## src/rtl/fifo_tx_pkg.sv

```systemverilog
// Shared types and constants for the FIFO-to-UART transmit controller.
package fifo_tx_pkg;

  localparam int unsigned BYTE_W = 8;
  localparam int unsigned CNT_W  = 16;
  localparam int unsigned TMR_W  = 16;

  localparam int unsigned DEF_RD_LATENCY  = 1;
  localparam int unsigned DEF_GAP_CYCLES  = 2;
  localparam int unsigned DEF_ACK_TIMEOUT = 8;

  typedef enum logic [2:0] {
    IDLE      = 3'd0,
    READ      = 3'd1,
    WAIT_DATA = 3'd2,
    LAUNCH    = 3'd3,
    WAIT_ACK  = 3'd4,
    DRAIN     = 3'd5,
    GAP       = 3'd6
  } state_t;

endpackage

```

## src/rtl/fifo_tx_ctrl_timer.sv

```systemverilog
// Loadable down-counter shared by the ACK timeout and the inter-byte gap.
module cycle_timer
  import fifo_tx_pkg::*;
#(
  parameter int unsigned WIDTH = TMR_W
) (
  input  logic             clk,
  input  logic             rst,
  input  logic             load,
  input  logic             count,
  input  logic [WIDTH-1:0] load_val,
  output logic             zero
);

  logic [WIDTH-1:0] cnt;

  always_ff @(posedge clk) begin
    if (rst) begin
      cnt <= '0;
    end else if (load) begin
      cnt <= load_val;
    end else if (count && (cnt != '0)) begin
      cnt <= cnt - WIDTH'(1);
    end
  end

  assign zero = (cnt == '0);

endmodule

```

## src/rtl/fifo_tx_ctrl.sv

```systemverilog
// Pulls bytes from a FIFO read port and launches them one at a time into a
// UART transmitter, waiting for its busy handshake and an idle gap between bytes.
module fifo_tx_ctrl
  import fifo_tx_pkg::*;
#(
  parameter int unsigned RD_LATENCY  = DEF_RD_LATENCY,
  parameter int unsigned GAP_CYCLES  = DEF_GAP_CYCLES,
  parameter int unsigned ACK_TIMEOUT = DEF_ACK_TIMEOUT
) (
  input  logic              clk,
  input  logic              rst,
  input  logic              enable,
  input  logic              rd_empty,
  output logic              rd_req,
  input  logic [BYTE_W-1:0] rd_data,
  input  logic              tx_busy,
  output logic              tx_start,
  output logic [BYTE_W-1:0] tx_data,
  output logic [CNT_W-1:0]  byte_cnt,
  output logic              ack_err,
  output logic              idle
);

  localparam int unsigned GAP_LEN = (GAP_CYCLES == 0) ? 1 : GAP_CYCLES;
  // Timer is loaded in LAUNCH, so the LAUNCH cycle counts toward the timeout.
  localparam logic [TMR_W-1:0] ACK_LOAD = TMR_W'((ACK_TIMEOUT > 2) ? ACK_TIMEOUT - 2 : 0);
  localparam logic [TMR_W-1:0] GAP_LOAD = TMR_W'(GAP_LEN - 1);
  localparam logic [1:0]       LAT_LOAD = 2'((RD_LATENCY > 1) ? RD_LATENCY - 2 : 0);

  state_t            state, state_next;
  logic [1:0]        lat_cnt;
  logic              capture;
  logic              set_err;
  logic              tmr_load;
  logic              tmr_count;
  logic [TMR_W-1:0]  tmr_load_val;
  logic              tmr_zero;

  cycle_timer #(
    .WIDTH (TMR_W)
  ) u_timer (
    .clk      (clk),
    .rst      (rst),
    .load     (tmr_load),
    .count    (tmr_count),
    .load_val (tmr_load_val),
    .zero     (tmr_zero)
  );

  always_ff @(posedge clk) begin
    if (rst) begin
      state    <= IDLE;
      lat_cnt  <= '0;
      tx_data  <= '0;
      byte_cnt <= '0;
      ack_err  <= 1'b0;
      idle     <= 1'b1;
    end else begin
      state <= state_next;
      idle  <= (state_next == IDLE);
      if (state == READ) begin
        lat_cnt <= LAT_LOAD;
      end else if ((state == WAIT_DATA) && (lat_cnt != '0)) begin
        lat_cnt <= lat_cnt - 2'd1;
      end
      if (capture) begin
        tx_data <= rd_data;
      end
      if (state == LAUNCH) begin
        byte_cnt <= byte_cnt + CNT_W'(1);
      end
      if (set_err) begin
        ack_err <= 1'b1;
      end
    end
  end

  // Strobes are gated with rst so a reset cycle never pops or launches a byte.
  always_comb begin
    state_next   = state;
    rd_req       = 1'b0;
    tx_start     = 1'b0;
    capture      = 1'b0;
    set_err      = 1'b0;
    tmr_load     = 1'b0;
    tmr_count    = 1'b0;
    tmr_load_val = '0;
    unique case (state)
      IDLE: begin
        if (enable && !rd_empty && !tx_busy) begin
          state_next = READ;
        end
      end
      READ: begin
        rd_req = !rd_empty && !rst;
        if (rd_empty) begin
          state_next = IDLE;
        end else if (RD_LATENCY <= 1) begin
          capture    = 1'b1;
          state_next = LAUNCH;
        end else begin
          state_next = WAIT_DATA;
        end
      end
      WAIT_DATA: begin
        if (lat_cnt == '0) begin
          capture    = 1'b1;
          state_next = LAUNCH;
        end
      end
      LAUNCH: begin
        tx_start     = !rst;
        tmr_load     = 1'b1;
        tmr_load_val = ACK_LOAD;
        state_next   = WAIT_ACK;
      end
      WAIT_ACK: begin
        if (tx_busy) begin
          state_next = DRAIN;
        end else if (tmr_zero) begin
          set_err      = 1'b1;
          tmr_load     = 1'b1;
          tmr_load_val = GAP_LOAD;
          state_next   = GAP;
        end else begin
          tmr_count = 1'b1;
        end
      end
      DRAIN: begin
        if (!tx_busy) begin
          tmr_load     = 1'b1;
          tmr_load_val = GAP_LOAD;
          state_next   = GAP;
        end
      end
      GAP: begin
        if (tmr_zero) begin
          state_next = IDLE;
        end else begin
          tmr_count = 1'b1;
        end
      end
      default: state_next = IDLE;
    endcase
  end

endmodule

```

## config.mk

```make
export PLATFORM = sky130hd
export DESIGN_NAME = fifo_tx_ctrl
export DESIGN_NICKNAME = d
export VERILOG_FILES = /design/src/rtl/fifo_tx_pkg.sv /design/src/rtl/fifo_tx_ctrl_timer.sv /design/src/rtl/fifo_tx_ctrl.sv
export SDC_FILE = /design/constraint.sdc
export NUM_CORES = 1
export LEC_CHECK = 0
export BUFFER_PORTS_ARGS = -buffer_cell sky130_fd_sc_hd__buf_2
export CORE_ASPECT_RATIO = 2
export CORE_UTILIZATION = 60
export DETAILED_ROUTE_END_ITERATION = 8
export PLACE_DENSITY = 0.9
export SLEW_MARGIN = 0
export SYNTH_ARGS = -nofsm -noshare
export SYNTH_HDL_FRONTEND = slang
export SYNTH_SLANG_ARGS = --single-unit
```

## constraint.sdc

```tcl
create_clock -name clk -period 2.82 [get_ports clk]
set_input_delay 0.141 -clock clk [delete_from_list [all_inputs] [get_ports clk]]
set_output_delay 0.141 -clock clk [all_outputs]
set_load 0.005 [all_outputs]
```

# [Yosys cells after proc, flatten, opt, wreduce, memory -nomap -nowiden]
# Index checks and enable logic that the tools add are counted.
[word_totals] ram_bits=0 out_inout_bits=28 latch_bits=0 inputBits=13 elab_cells=59 rom_bits=0 n_memories=0 ff_bits=47
[op_classes] n_bitwise=0 magnitude_cmp=0 muxes=27 shifts=0 addsub=3 n_mul=0 div_mod_pow=0 reduce_logical=16 eq_ne=6
[op_table] cell="$mux W16" n=2
[op_table] cell="$pmux W3 S7" n=1
[op_table] cell="$mux W3" n=6
[op_table] cell="$add A16 B1 Y16 const B" n=1
[op_table] cell="$logic_not A16 Y1" n=1
[op_table] cell="$reduce_bool A16 Y1" n=1
[op_table] cell="$sub A16 B1 Y16 const B" n=1
[op_table] cell="$mux W1" n=13
[op_table] cell="$eq A3 B3 Y1 const B" n=3
[op_table] cell="$pmux W3 S3" n=1
[op_table] cell="$eq A3 B2 Y1 const B" n=2
[op_table] cell="$logic_not A3 Y1" n=2
[op_table] cell="$logic_and A1 B1 Y1" n=5
[op_table] cell="$pmux W1 S2" n=2
[op_table] cell="$reduce_bool A2 Y1" n=2
[op_table] cell="$eq A3 B1 Y1 const B" n=1
[op_table] cell="$logic_not A1 Y1" n=3
[op_table] cell="$pmux W1 S3" n=1
[op_table] cell="$logic_not A2 Y1" n=1
[op_table] cell="$mux W2" n=1
[op_table] cell="$reduce_or A2 Y1" n=1
[op_table] cell="$sub A2 B1 Y2 const B" n=1

# [Longest topological paths before layout]
# Gate-level depths: netlist of run 1.
[logic_depth] word_depth=7 depth_mapped=8 mapped_depth_nobuf=6

# [Hierarchy]
# Synthesis of run 1 repeated with hierarchy kept, for this count alone.
[unflattened] hier_cells=284 hier_area_um2=2387.3
[by_module_without_submodules] module="fifo_tx_ctrl" n_inst=1 cells_each=170 area_per_inst_um2=1442.6 seq_area_each_um2=620.6
[by_module_without_submodules] module="cycle_timer" n_inst=1 cells_each=114 area_per_inst_um2=944.7 seq_area_each_um2=320.3

# [Least setup slack after synthesis of run 1]
# Ideal clock, no wire load.
[synth_path] path_kind="register -> register" start="reg u_timer.cnt[0]" end="reg u_timer.cnt[4]" arrival_time_ps=1868 n_path_buf=1 required_ps=2750 setup_time_ps=70 period_less_slack_ps=1938 stages_incl_launch_ff=8 slack_ps=882 path_cell_list="dfxtp_1 inv_1 ha_1 clkbuf_2 nor3b_1 and4_1 or4b_2 a21oi_1"
[synth_between] elab_chain_cells=6 elab_cells_between_ends=13 cone_classes="add/sub (1); mux (8); reduce/logical (4)"
[synth_rtl] item="from (decl)" line="fifo_tx_ctrl_timer.sv:15" source="logic [WIDTH-1:0] cnt;"
[synth_rtl] item="from (signal assigned)" line="fifo_tx_ctrl_timer.sv:21" source="cnt <= load_val;"
[synth_rtl] item="from (signal assigned)" line="fifo_tx_ctrl_timer.sv:23" source="cnt <= cnt - WIDTH'(1);"
[synth_rtl] item="parallel branches: the longest is 6 deep, another holds $sub A16 B1 Y16"
# Several ways; the timed one is not identified. The select of a mux whose other input is x is not followed.
# A chain may end at the register's enable or synchronous reset.

# [Worst setup path after layout of run 1]
# Ends and elaborated chain as after synthesis.

==> results of run 1 <==
==> where the power goes <==
part	internal [mW]	leakage (nW)	switching (mW)
Clock	0.165	0.0371	0.203
Combinational	0.0678	0.695	0.107
Sequential	0.680	0.379	0.0216
==> cell families after synthesis <==
kind of cell / count (synthesis) / share of synthesized area (%)
AND/OR/NAND/NOR: 134 / 30.5
AO/OA/AOI/OAI: 59 / 15.7
flip-flops: 47 / 37.5
buffers and inverters: 27 / 5.23
multiplexers: 14 / 5.78
XOR/XNOR: 11 / 3.84
adder cells (fa/ha/maj): 3 / 1.50
==> cell type report <==
cell class | count | area, sq um
clock buffers | 6 | 72.6
fillers | 350 | 1140
flip-flops and latches | 47 | 941
well taps | 51 | 63.8
multi-input cells | 221 | 1440
inverters | 9 | 33.8
repair buffers | 44 | 230
==> per-layer routing <==
| metal | share of wire, % | GRT usage [%] |
|---|---|---|
| met1 | 36 | 29.7 |
| met2 | 56 | 51.2 |
| met3 | 4.1 | 5.60 |
| met4 | 3.3 | 14.1 |
| met5 | 0 | 0 |
==> sequential cells by signal, summed over array words and instances, names as in the netlist <==
register	flops
byte_cnt	16
u_timer.cnt	16
tx_data	8
state	3
lat_cnt	2
ack_err	1
idle	1
==> synth_stat cells, types with 3 or more instances <==
library cell	n
or4_1	8
xor2_1	6
dfxtp_1	47
nor2_1	34
xnor2_1	5
buf_2	3
nor2b_1	8
o31ai_1	7
mux2i_1	10
clkbuf_1	10
a21oi_1	21
nand4_1	9
mux2_2	4
and3_1	5
nor4_1	8
nor3_1	4
ha_1	3
o21ai_0	9
nand3_1	14
nand2_1	15
nand2b_1	4
o41ai_1	4
inv_1	9
or3_1	6
==> worst paths after layout <==
kind / startpoint / to / slack (ns) / depth (start not counted)
setup / recovery: u_timer.cnt[0]$_SDFFE_PP0P_ / u_timer.cnt[4]$_SDFFE_PP0P_ / 0.58 / 6
hold / removal: rd_data[0] / tx_data[0]$_SDFFE_PP0P_ / 0.09 / 3
setup reg to reg: u_timer.cnt[0]$_SDFFE_PP0P_ / u_timer.cnt[4]$_SDFFE_PP0P_ / 0.58 / 6
hold reg to reg: ack_err$_SDFFE_PP0P_ / ack_err$_SDFFE_PP0P_ / 0.49 / 2
==> worst reg2reg max path, stage by stage, from the launching register on <==
cell and delay (ns):
dfxtp_1 0.40, inv_1 0.11, ha_1 0.30, nor3b_1 0.18, and4_1 0.36, or4b_2 0.69, a21oi_1 0.15
==> results.txt, run 1 <==
Final net count - 344
Number of global-route vias before repair - 2182
Setup bufs post-CTS - 0
Max Clock Skew - 0.00892 ns
Max Slew Vio Count - 0
Tot Pwr - 1.24 mW
Family with the most delay on the worst path - simple AND/OR/NAND/NOR gates
Overflow after GRT - 0
Std cell rows - 32
Area grow syn2layout - 10.7%
Setup repair after global routing missed its margin - no
WL final - 5780 um
Worst path cell trace - inv_1, ha_1, nor3b_1, and4_1, or4b_2, a21oi_1
Most frequent cells in the layout - dfxtp_1 (47), buf_2 (40), nor2_1 (34)
Core footprint - 3920 sq um
Root Buffer - clkbuf_8
Netlist cell types - 58
Post-Place Cell Area - 2710 sq um
Most common cell after layout, fill and taps aside - dfxtp_1
Worst Max-Slew Pin Slew - 0.694 ns
Largest area contributor in the netlist - dfxtp_1
Rel. slew slack - 53.7%
Hold Fails Final Rpt - 0
Asr flop ratio synth - 0%
Initial core utilization - 64.0%
Final instance area - 2780 sq um
Buf/Inv on CP - 1
Inserted Clock Buffers - 5
1st-iter DRT viols - 63
DP HPWL - 4250 um
HP Class - input pin to register
Avg Vias per Cell - 6.24
H-tree Lvls - 2
Total GRT Usage - 28.9%
Antenna viol nets, final - 0
Setup violators final - 0
Die ar. - 4460 sq um
Fmax - 447 MHz
Via Count - 2357
Clock latency on the worst-skew pair - 0.30 ns
Crit path time final - 2.24 ns
Post-Layout Cell Count - 378
Mapped Nets - 311
Layout cells sized above 1 - 20.5%
Worst setup SP type - register
Worst hold slack - 0.0852 ns
Setup TNS - 0 ns
Critical Path Max Stage Delay - 0.68 ns
CTS tree - built
Yosys top cell area share - 37.5%
TritonRoute pass-1 iters - 4
Gpl congestion - 0.888
Synth Area per Inst - 8.51 sq um
Top FF cell, synth - dfxtp_1
Max cap viols - 0
Initial antenna violation count - 0
Warnings, synthesis - 0
Core Util, Final - 70.8%
PortBufs - 40
Residual DRC count - 0
Wirelength per Cell - 15.3 um
Cts hold-fix bufs - 0
Placed insts - 372
Crit Path Category - register to register
# diodes - 0
Pin count of the biggest net entering global routing - 40
Run status - complete, no violations
Leak pwr - 1.11 nW
Clk slew on worst S/H paths - 0.08 ns
Critical Path AT - 2.47 ns
Seq/Total Area, Yosys - 37.5%
Ranking of synthesized cells by area - dfxtp_1 (37%), nor2_1 (5.1%), a21oi_1 (4.2%)
Clk sink count - 47
Number of synthesized register bits - 47
PD cells - 448 nW/um^2
Final Cycle Share - 79.4%
Slowest-stage cell, CP - or4b_2
WP data required - 3.05 ns
Worst Path Max Fanout - 14
Syn Inst Count - 295
Number of synthesized flops with an enable pin - 0
Endpoint class of the critical path - register
Die height - 93.5 um
Netlist Area Pre-Place - 2510 sq um
First-pass GRT wire length - 9580 um
Boundary pin count - 41
Pre-CTS setup slack - 0.639 ns
Resized Gates After CTS - 0
Clock Tree Buf Depth - 2
Max IR drop VDD - 0.555 mV
Die W - 47.7 um
Post-route setup slack - 0.581 ns
(Power assumes the default switching activity.)
==> inputs of run 2 (changes only) <==
ABC_AREA = 1   (was default)
CORE_UTILIZATION = 50   (was 60)
PLACE_DENSITY = 0.81   (was 0.9)
clock period = 1.94 ns   (was 2.82 ns; I/O delays follow)
==> results.txt, run 2 <==
H-tree Lvls - 2 (unchanged)
Core footprint - 4640 sq um (+18%)
CTS tree - built
Area grow syn2layout - 14.6%
Wirelength per Cell - 12.2 um (-20%)
Die W - 51.4 um (+7.6%)
Fmax - 594 MHz (+33%)
Avg Vias per Cell - 5.22 (-16%)
Count leader, synth - nand2_1
Final net count - 416 (+21%)
Setup TNS - 0 ns (unchanged)
TritonRoute pass-1 iters - 4 (unchanged)
Warnings, synthesis - 0 (unchanged)
PortBufs - 40 (unchanged)
Leak pwr - 1.27 nW (+15%)
Clock latency on the worst-skew pair - 0.30 ns (about the same)
Via Count - 2374 (+0.72%)
Initial core utilization - 52.5% (-11 points)
Number of global-route vias before repair - 2366 (+8.4%)
PD cells - 653 nW/um^2 (+46%)
Boundary pin count - 41 (unchanged)
Die height - 101 um (+7.8%)
DP HPWL - 4260 um (+0.32%)
Endpoint class of the critical path - register
Synth Area per Inst - 6.80 sq um (-20%)
Tot Pwr - 1.82 mW (+46%)
Cts hold-fix bufs - 0 (unchanged)
Inserted Clock Buffers - 5 (unchanged)
Residual DRC count - 0 (unchanged)
Hold Fails Final Rpt - 0 (unchanged)
Rel. slew slack - 68.1% (+14 points)
Filler cells - 457 (+31%)
Resized Gates After CTS - 0 (unchanged)
Final instance area - 2790 sq um (+0.50%)
Run status - complete, no violations
Setup repair after global routing missed its margin - no
Number of synthesized register bits - 47 (unchanged)
Layout cells sized above 1 - 18.0% (-2.5 points)
Antenna viol nets, final - 0 (unchanged)
Ranking of synthesized cells by area - dfxtp_1 (39%), nand2_1 (12%), nor2_1 (8.3%)
Worst setup SP type - register
# diodes - 0 (unchanged)
1st-iter DRT viols - 40 (-37%)
Worst Max-Slew Pin Slew - 0.479 ns (-0.215 ns)
Top FF cell, synth - dfxtp_1
Number of synthesized flops with an enable pin - 0 (unchanged)
Crit path time final - 1.68 ns (-0.554 ns)
Asr flop ratio synth - 0% (unchanged)
Syn Inst Count - 358 (+21%)
Netlist Area Pre-Place - 2440 sq um (-2.9%)
Pin count of the biggest net entering global routing - 19 (-53%)
Yosys top cell area share - 38.6% (+1.1 points)
Die ar. - 5170 sq um (+16%)
Max Clock Skew - 0.00503 ns (-0.00389 ns)
Max cap viols - 0 (unchanged)
First-pass GRT wire length - 9800 um (+2.3%)
WP data required - 2.14 ns (-0.91 ns)
Root Buffer - clkbuf_8
Seq/Total Area, Yosys - 38.6% (+1.1 points)
Std cell rows - 35 (+9.4%)
Most frequent cells in the layout - nand2_1 (81), nor2_1 (54), inv_1 (49)
Clock Tree Buf Depth - 2 (unchanged)
Overflow after GRT - 0 (unchanged)
Critical Path AT - 1.88 ns (-0.59 ns)
WL final - 5560 um (-3.8%)
Gpl congestion - 0.928 (+4.5%)
Netlist cell types - 32 (-45%)
Total GRT Usage - 24.8% (-4.2 points)
Max Slew Vio Count - 0 (unchanged)
Regs by FF count - byte_cnt: 16 flops, u_timer.cnt: 16 flops, tx_data: 8 flops
Most common cell after layout, fill and taps aside - nand2_1
Largest area contributor in the netlist - dfxtp_1
Setup bufs post-CTS - 0 (unchanged)
Final Cycle Share - 86.8% (+7.4 points)
HP Class - input pin to register
Setup violators final - 0 (unchanged)
Most frequent cells after synthesis - nand2_1 (81), nor2_1 (54), inv_1 (49), dfxtp_1 (47), a21oi_1 (32)
Post-Place Cell Area - 2680 sq um (-0.92%)
Worst Path Max Fanout - 12 (-2)
Clk sink count - 47 (unchanged)
Mapped Nets - 374 (+20%)
Initial antenna violation count - 0 (unchanged)
Crit Path Category - register to register
Clk slew on worst S/H paths - 0.09 ns (about the same)
Max IR drop VDD - 0.578 mV (+4.1%)
run 2: cell types whose count changed after synthesis, sizes merged, moves of 10 or more:
cell / previous run / this run
mux2i: 10 / 0
nand2: 15 / 84
nor2: 34 / 62
nor4: 11 / 0
a21oi: 21 / 34
inv: 9 / 52
or4: 10 / 0
run 2: area by class of cell:
type | count | area (sq um) | share of cell area, %
multi-input cells | 253 | 1270 | 45.6
inverters | 52 | 195 | 6.99
clock buffers | 5 | 68.8 | 2.46
well taps | 55 | 68.8 | 2.46
flip-flops and latches | 47 | 941 | 33.7
clock inverters | 2 | 37.5 | 1.34
repair buffers | 41 | 208 | 7.44
run 2: path summary, 6_finish.rpt:
path / slack (ns) / endpoint / cells past startpoint / startpoint
max: 0.26 / u_timer.cnt[0]$_SDFFE_PP0P_ / 10 / u_timer.cnt[10]$_SDFFE_PP0P_
min: 0.04 / tx_data[3]$_SDFFE_PP0P_ / 3 / rd_data[3]
max reg2reg: 0.26 / u_timer.cnt[0]$_SDFFE_PP0P_ / 10 / u_timer.cnt[10]$_SDFFE_PP0P_
min reg2reg: 0.46 / ack_err$_SDFFE_PP0P_ / 2 / ack_err$_SDFFE_PP0P_
run 2: routing by layer:
layer | part of all wire [%] | track usage, % | up-vias
met3 | 2.9 | 4.07 | 13
met5 | 0 | 0 | -
met1 | 38 | 24.8 | 1097
met2 | 56 | 46.7 | 43
met4 | 2.7 | 13.1 | 0
li1 | - | - | 1221
run 2: through the flow:
stage          worst slack (ns)  hold WS, ns  cells  utilization, %
2_1_floorplan             0.507        0.246    358               -
3_3_place_gp              0.309        0.356    448            57.8
3_5_place_dp              0.231        0.360    448            57.8
4_1_cts                   0.206       0.0372    455            60.1
5_1_grt                  0.0907       0.0455    455            60.2
6_report                  0.256       0.0369    455            60.2
run 2: kinds of logic after synthesis:
| kind of cell | synth area share [%] |
|---|---|
| fa+ha+maj | 1.54 |
| compound gates | 12.8 |
| xor+xnor | 2.16 |
| simple gates | 35.6 |
| buf+inv | 9.30 |
| flops | 38.6 |
run 2: power breakdown:
group          internal [mW]  total [mW]  switching, mW
logic                 0.0445       0.123         0.0784
clock network          0.377       0.709          0.332
registers              0.979       0.991         0.0115
total                   1.40        1.82          0.422
run 2: critical path, stage by stage (launching register included):
cell,delay (ns)
dfxtp_1,0.36
nor2_1,0.26
nand2_1,0.12
nor2_1,0.12
nand2_1,0.14
nand2_4,0.18
inv_2,0.09
nor2_4,0.14
nand2_1,0.06
nand2_1,0.06
nor2_1,0.05
==> inputs of run 3 (changes only) <==
CORE_UTILIZATION = 57   (was 50)
PLACE_DENSITY = 0.86   (was 0.81)
SYNTH_HIERARCHICAL = 1   (was default)
clock period = 1.8 ns   (was 1.94 ns; I/O delays follow)
==> results.txt, run 3 <==
PD cells - 617 nW/um^2 (-5.4%)
Leak pwr - 1.85 nW (+45%)
Largest area contributor in the netlist - dfxtp_1
Yosys top cell area share - 34.7% (-3.9 points)
First-pass GRT wire length - 13700 um (+39%)
Endpoint class of the critical path - register
Worst hold slack - 0.00322 ns (-0.0337 ns)
Antenna viol nets, final - 0 (unchanged)
Syn Inst Count - 418 (+17%)
Boundary pin count - 41 (unchanged)
Number of synthesized register bits - 47 (unchanged)
DP HPWL - 5460 um (+28%)
Clock Tree Buf Depth - 2 (unchanged)
Clk slew on worst S/H paths - 0.09 ns (about the same)
Pin count of the biggest net entering global routing - 22 (+3)
Most frequent cells after synthesis - nor2_1 (112), nand2_1 (82), dfxtp_1 (47), inv_1 (41), o21ai_0 (28)
Max Slew Vio Count - 0 (unchanged)
Regs by FF count - byte_cnt: 16 flops, u_timer/cnt: 16 flops, tx_data: 8 flops
Via Count - 3211 (+35%)
Worst Path Max Fanout - 9 (-3)
Die ar. - 5050 sq um (-2.3%)
Worst setup SP type - register
Std cell rows - 35 (unchanged)
Layout cells sized above 1 - 30.7% (+13 points)
Core Util, Final - 79.3% (+19 points)
Core footprint - 4600 sq um (-0.94%)
Post-Place Cell Area - 3340 sq um (+25%)
Post-Layout Cell Count - 573 (+26%)
Violated checks - setup timing
Avg Vias per Cell - 5.60 (+7.4%)
Wirelength per Cell - 15.2 um (+24%)
Asr flop ratio synth - 0% (unchanged)
CTS tree - built
Clock latency on the worst-skew pair - 0.31 ns (about the same)
Max Clock Skew - 0.00890 ns (+0.00387 ns)
Top FF cell, synth - dfxtp_1
Max cap viols - 0 (unchanged)
Setup violators final - 20 (+20)
Residual DRC count - 0 (unchanged)
Gpl congestion - 0.889 (-4.2%)
Crit Path Category - register to register
Number of global-route vias before repair - 3192 (+35%)
Most frequent cells in the layout - nor2_1 (106), nand2_1 (79), dfxtp_1 (45)
Run status - complete, but fails checks
Crit path time final - 2.27 ns (+0.588 ns)
Final instance area - 3640 sq um (+31%)
Clk sink count - 47 (unchanged)
WP data required - 2.00 ns (-0.14 ns)
Overflow after GRT - 0 (unchanged)
Die W - 50.8 um (-1.1%)
Total GRT Usage - 35.6% (+11 points)
H-tree Lvls - 2 (unchanged)
1st-iter DRT viols - 182 (+360%)
Number of synthesized flops with an enable pin - 0 (unchanged)
Die height - 99.5 um (-1.2%)
Netlist cell types - 36 (+13%)
Fmax - 440 MHz (-26%)
Post-route setup slack - -0.472 ns (-0.728 ns)
Netlist Area Pre-Place - 2710 sq um (+11%)
Inserted Clock Buffers - 5 (unchanged)
PortBufs - 40 (unchanged)
Setup repair after global routing missed its margin - yes
Warnings, synthesis - 6 (+6)
Final Cycle Share - 126% (+39 points)
WL final - 8690 um (+56%)
Hold Fails Final Rpt - 0 (unchanged)
Area grow syn2layout - 34.4%
Critical Path AT - 2.47 ns (+0.59 ns)
HP Class - input pin to register
Count leader, synth - nor2_1
Seq/Total Area, Yosys - 34.7% (-3.9 points)
Most common cell after layout, fill and taps aside - nor2_1
Initial antenna violation count - 0 (unchanged)
Initial core utilization - 59.0% (+6.5 points)
Ranking of synthesized cells by area - dfxtp_1 (35%), nor2_1 (16%), nand2_1 (11%)
Placed insts - 554 (+24%)
Final net count - 534 (+28%)
Root Buffer - clkbuf_8
Max IR drop VDD - 0.720 mV (+25%)
TritonRoute pass-1 iters - 5 (+1)
# diodes - 0 (unchanged)
Synth Area per Inst - 6.49 sq um (-4.7%)
-- run 3: cell count changes in the layout (fill, tap and decap cells not counted), sizes merged, moves of 6 or more --
| cell | previous run | this run |
|---|---|---|
| inv | 52 | 46 |
| nand2 | 84 | 91 |
| a21oi | 34 | 11 |
| nor2 | 62 | 128 |
| conb | 0 | 13 |
| o21ai | 18 | 31 |
| buf | 41 | 87 |
-- run 3: metrics by stage --
step                      setup WS (ns)  setup TNS (ns)  total power [mW]
after floorplan                  -0.331           -4.65              1.32
after global placement           -0.318           -4.93              1.42
after detailed placement         -0.460           -7.20              1.43
after CTS                        -0.345           -5.74              2.23
after global routing             -0.604          -10.31              2.32
final                            -0.472           -7.46              2.25
-- run 3: repair_timing --
| action | in CTS | in global routing |
|---|---|---|
| buffers inserted | 8 | 1 |
| gates cloned | 3 | 0 |
| hold buffers | 0 | 0 |
| pin swaps | 20 | 1 |
| setup endpoints to repair | 20 | 20 |
| gates resized for setup | 20 | 6 |
-- run 3: logic make-up after synthesis --
kind of cell | synth area share (%)
buffers and inverters | 8.31
flip-flops | 34.7
adder cells (fa/ha/maj) | 1.38
other | 0.138
AO/OA/AOI/OAI | 8.77
XOR/XNOR | 1.29
AND/OR/NAND/NOR | 45.4
-- run 3: cell type report --
cell class,count,area [sq um]
Clock buffer,5,68.8
Clock inverter,2,37.5
Fill cell,311,953
Inverter,45,185
Multi-Input combinational cell,330,1740
Sequential cell,47,943
Tap cell,55,68.8
Timing Repair Buffer,87,589
Timing Repair inverter,2,15.0
-- run 3: critical path, stage by stage, from the launching register on --
cell and delay [ns]:
dfxtp_2 0.33, inv_2 0.07, ha_4 0.15, inv_4 0.04
nor2_4 0.08, nand3_2 0.12, nor2_4 0.12, nand2_2 0.08
nor4_4 0.22, nand4_1 0.25, nand3_4 0.21, buf_12 0.13
inv_6 0.04, nand2_1 0.06, nand2_1 0.05, nor2_1 0.14
nor2_1 0.07
-- run 3: power by group --
part / internal, mW / leakage (nW) / switching [mW]
Clock: 0.407 / 0.0502 / 0.376
Combinational: 0.154 / 1.42 / 0.226
Sequential: 1.07 / 0.381 / 0.0192
-- run 3: final timing paths --
path	from	endpoint	slack (ns)	depth (start not counted)
worst max-delay path	u_timer/cnt[0]$_SDFFE_PP0P_	u_timer/cnt[5]$_SDFFE_PP0P_	-0.47	16
worst min-delay path	rd_data[7]	tx_data[7]$_SDFFE_PP0P_	0.003	3
worst max register to register	u_timer/cnt[0]$_SDFFE_PP0P_	u_timer/cnt[5]$_SDFFE_PP0P_	-0.47	16
worst min register to register	ack_err$_SDFFE_PP0P_	ack_err$_SDFFE_PP0P_	0.46	2
-- run 3: layer usage --
layer	vias up	routed length (um)	track usage [%]
met3	59	485	7.03
met5	-	0	0
met4	0	626	26.5
met1	1463	2930	32.8
li1	1511	-	-
met2	178	4650	65.3
